<file path="config.mk">
export PLATFORM = sky130hd
export DESIGN_NAME = dlatch_bank
export DESIGN_NICKNAME = d
export VERILOG_FILES = /design/src/rtl/dlatch_bank.sv
export SDC_FILE = /design/constraint.sdc
export NUM_CORES = 1
export LEC_CHECK = 0
export CAP_MARGIN = 20
export CORE_MARGIN = 2
export CORE_UTILIZATION = 45
export CTS_BUF_LIST = sky130_fd_sc_hd__clkbuf_8 sky130_fd_sc_hd__clkbuf_16
export DETAILED_ROUTE_END_ITERATION = 8
export GPL_ROUTABILITY_DRIVEN = 0
export GPL_TIMING_DRIVEN = 1
export PLACE_DENSITY_LB_ADDON = 0.3
export SLEW_MARGIN = 10
export SYNTH_ARGS = -nofsm -noshare
export SYNTH_HDL_FRONTEND = slang
export SYNTH_SLANG_ARGS = --single-unit
</file>
<file path="constraint.sdc">
create_clock -name clk_i -period 1.7 [get_ports clk_i]
set_input_delay 0.17 -clock clk_i [delete_from_list [all_inputs] [get_ports clk_i]]
set_output_delay 0.17 -clock clk_i [all_outputs]
set_load 0.1 [all_outputs]
</file>
<file path="src/rtl/dlatch_bank.sv">
// dlatch_bank: bank of CHANNELS independent WIDTH-bit capture registers.
// A channel loads d under en, then refuses further loads for HOLD cycles.
// Any refused request sets a sticky drop flag. Per-channel clear, global
// synchronous active-high reset.
// Optional feature: define DLATCH_BANK_TRANSPARENT_EN to let q follow d
// combinationally while a load is being accepted (latch-like transparency).
module dlatch_bank #(
  parameter int unsigned WIDTH    = 8,
  parameter int unsigned CHANNELS = 4,
  parameter int unsigned HOLD     = 3
) (
  input  logic                      clk_i,
  input  logic                      rst_i,
  input  logic [CHANNELS*WIDTH-1:0] d_i,
  input  logic [CHANNELS-1:0]       en_i,
  input  logic [CHANNELS-1:0]       clr_i,
  output logic [CHANNELS*WIDTH-1:0] q_o,
  output logic [CHANNELS-1:0]       busy_o,
  output logic [CHANNELS-1:0]       upd_o,
  output logic [CHANNELS-1:0]       drop_o
);

  // Counter must hold the value HOLD; keep at least one bit for HOLD = 0.
  localparam int unsigned CntW = (HOLD == 0) ? 1 : $clog2(HOLD + 1);
  localparam logic [CntW-1:0] HoldVal = CntW'(HOLD);
  localparam logic [CntW-1:0] CntOne  = CntW'(1);

  typedef enum logic {StIdle, StHold} state_e;

  for (genvar i = 0; i < CHANNELS; i++) begin : g_ch
    state_e            state_q;
    logic [CntW-1:0]   cnt_q;
    logic [WIDTH-1:0]  data_q;
    logic              upd_q;
    logic              drop_q;

    // Per-channel FSM: reset/clear beat load; a busy request only marks a drop.
    always_ff @(posedge clk_i) begin
      if (rst_i || clr_i[i]) begin
        state_q <= StIdle;
        cnt_q   <= '0;
        data_q  <= '0;
        upd_q   <= 1'b0;
        drop_q  <= 1'b0;
      end else if (en_i[i] && (state_q == StIdle)) begin
        data_q  <= d_i[i*WIDTH +: WIDTH];
        cnt_q   <= HoldVal;
        state_q <= (HOLD > 0) ? StHold : StIdle;
        upd_q   <= 1'b1;
      end else begin
        upd_q <= 1'b0;
        if (state_q == StHold) begin
          // Rejected requests still let the window run down.
          if (en_i[i]) begin
            drop_q <= 1'b1;
          end
          cnt_q <= cnt_q - CntOne;
          if (cnt_q == CntOne) begin
            state_q <= StIdle;
          end
        end
      end
    end

    assign busy_o[i] = (state_q == StHold);
    assign upd_o[i]  = upd_q;
    assign drop_o[i] = drop_q;

`ifdef DLATCH_BANK_TRANSPARENT_EN
    // Pass d straight through on the cycle a load would be accepted.
    assign q_o[i*WIDTH +: WIDTH] =
        (en_i[i] && (state_q == StIdle) && !clr_i[i] && !rst_i) ? d_i[i*WIDTH +: WIDTH]
                                                                : data_q;
`else
    assign q_o[i*WIDTH +: WIDTH] = data_q;
`endif
  end

endmodule

</file>
==> flow_summary.toml <==
[status]
run_status = "finished, final reports clean"

[timing]
grt_setup_unrepaired = "no"
min_period_over_period = 0.721
fin_setup_tns_ns = 0
setup_viol = 0
worst_max_slew_pin_slew_ns = 0.382
fmax_mhz = 816
max-slew-margin-rel = 0.745
finalClockSkew_ns = 0.00424
drv_slew = 0
hold_viol = 0
min_period_ns = 1.23

[power_and_ir_drop]
power.total_w = 0.00255
power.leakage_nw = 1.14
vdd_drop_max_mv = 0.594
power_density_nw_per_um2 = 916

[die]
initial_core_util = 0.462
std_cell_rows = 24
die_h_um = 70.4
core_um2 = 4290
top_level_ports = 86
die_area_um2 = 4960
die_outline_width_um = 70.4

[worst_setup_path]
critical_path.slowest_cell = "sky130_fd_sc_hd__dfxtp_1"
crit_type = "flop to output port"
endpoint_arrival_time_on_the_critical_path_ns = 1.06
worstPathBufferInverterCount = 1
worstPathCellList = "buf_12"
slowest_delay_ns = 0.54
cp-start-kind = "flop"
type_of_element_capturing_the_critical_path = "output port"
critical_path.max_fanout = 10
critical-path-top-delay-family = "flip-flops"
worst_ep_required_time_ns = 1.53

[synth]
syn-instance-count = 235
syn_nets = 281
synthesized_cell_area_um2 = 1990
synth_largest_type_area_fraction = 0.524
synth_top_cell_by_area = "sky130_fd_sc_hd__dfxtp_1"
syn-mean-instance-area_um2 = 8.45
top_cells_by_area_in_the_synthesized_netlist = "sky130_fd_sc_hd__dfxtp_1 (52%), sky130_fd_sc_hd__nand2_1 (12%), sky130_fd_sc_hd__a21oi_1 (9.3%)"
synth_unique_cells = 15
synth_seq_cells = 52
seq_area_frac_synth = 0.524
synthesis.yosys.warnings = 0

[clock_network]
cts_inserted_buffers = 5
cts-root-to-sink-buffers = 2
postCtsSetupRepairBufs = 0
post_cts.resized_instances = 0
clockRootBuffer = "sky130_fd_sc_hd__clkbuf_8"
hold_buffers_post_cts = 0
ctsHtreeMaxLevel = 2
cts.clk_slew.worst_paths_ns = 0.09
clock-sinks = 52
worst_skew_pair.late_latency_ns = 0.29
cts_tree = "done"

[job]
max_cap_viol_count = 0

[detailed_routing]
firstDrtPassIters = 4
detailedRoute.firstIterationViolations = 92
route.detailed.drc = 0
final_antenna_net_count = 0
avgViaCountPerCell = 4.62
via_count = 1658
wl_um = 3950
route.detailed.wl_per_inst_um = 11.0

[grt]
grt_max_degree = 16
grt_overflow_total = 0
via_count_of_the_first_global_routing_pass = 1491
grt_first_pass_wirelength_um = 6540
track_usage = 0.162
grt_antenna_before_repair = 0

[layout]
layout.area.seq_um2 = 1040
layout_cell_share_with_drive_strength_beyond_1 = 0.202
layout.nets = 352
antenna_cells_inserted = 0
filler_cell_count = 390
layout-area-overhead-vs-synth_pct = 40.3
layout.cells.most_common = "sky130_fd_sc_hd__nand2_1"
layout.cells.most_common_list = "sky130_fd_sc_hd__nand2_1 (64), sky130_fd_sc_hd__dfxtp_1 (52), sky130_fd_sc_hd__buf_4 (46), sky130_fd_sc_hd__clkdlybuf4s50_1 (41), sky130_fd_sc_hd__a21oi_1 (37)"
footprint_of_the_multi_input_gates_um2 = 736

[worst_hold_path]
holdCritPathClass = "input port to flop"

[place]
number_of_buffer_cells_added_on_primary_ports = 85
hpwlAfterDp_um = 2920
report_power, final:
part           leakage, nW  internal, W  switching (W)
registers            0.424      0.00126      0.0000283
clock network       0.0510     0.000325       0.000376
logic                0.669     0.000193       0.000366
through the flow:
step	cells	utilization	setup slack, ns	cell area, µm²	hold WS, ns
after floorplan	235	-	0.458	1990	0.303
after global placement	351	0.627	0.313	2690	0.443
after detailed placement	351	0.627	0.268	2690	0.448
after CTS	359	0.649	0.457	2790	0.412
after global routing	359	0.649	0.359	2790	0.423
final	359	0.649	0.474	2790	0.421
cell families after synthesis:
group,Yosys count,share of synthesized area
adders and majority gates,4,0.0252
DFF,52,0.524
AOI/OAI and AO/OA,44,0.120
and+or+nand+nor,104,0.226
buffers and inverters,31,0.105
path summary, 6_finish.rpt:
path / start / end / slack [ns] / cells after the start
worst min-delay path: d_i[24] / g_ch[3].data_q[0] / 0.42 / 3
worst min register to register: g_ch[3].data_q[6] / g_ch[3].data_q[6] / 0.46 / 2
worst max register to register: g_ch[1].state_q / g_ch[1].data_q[6] / 0.49 / 3
worst max-delay path: g_ch[1].state_q / busy_o[1] / 0.47 / 1
layer usage:
layer,GRT usage,vias to the layer above,part of all wire
met2,0.265,49,0.46
met3,0.0462,4,0.075
met5,0,-,0
met4,0.0577,0,0.011
met1,0.203,719,0.46
li1,-,886,-
layout make-up:
| class | count | share of cell area |
|---|---|---|
| tap | 52 | 0.0234 |
| clock inverter | 2 | 0.00359 |
| sequential | 52 | 0.374 |
| inverter | 4 | 0.00539 |
| multi-input combinational | 152 | 0.264 |
| timing repair buffer | 91 | 0.300 |
| clock buffer | 6 | 0.0296 |
sequential cells by signal, indices dropped and copies added, names as in the netlist:
signal        flops
g_ch.data_q      32
g_ch.cnt_q        8
g_ch.drop_q       4
g_ch.state_q      4
g_ch.upd_q        4
cell usage after synthesis, drive strengths merged:
cell type	instances
nand2	64
dfxtp	52
a21oi	37
buf	26
nor3	12
nor2	11
nor2b	8
a211oi	7
nand2b	5
ha	4
inv	4
or2	4
clkbuf	1
(Power assumes the default switching activity.)
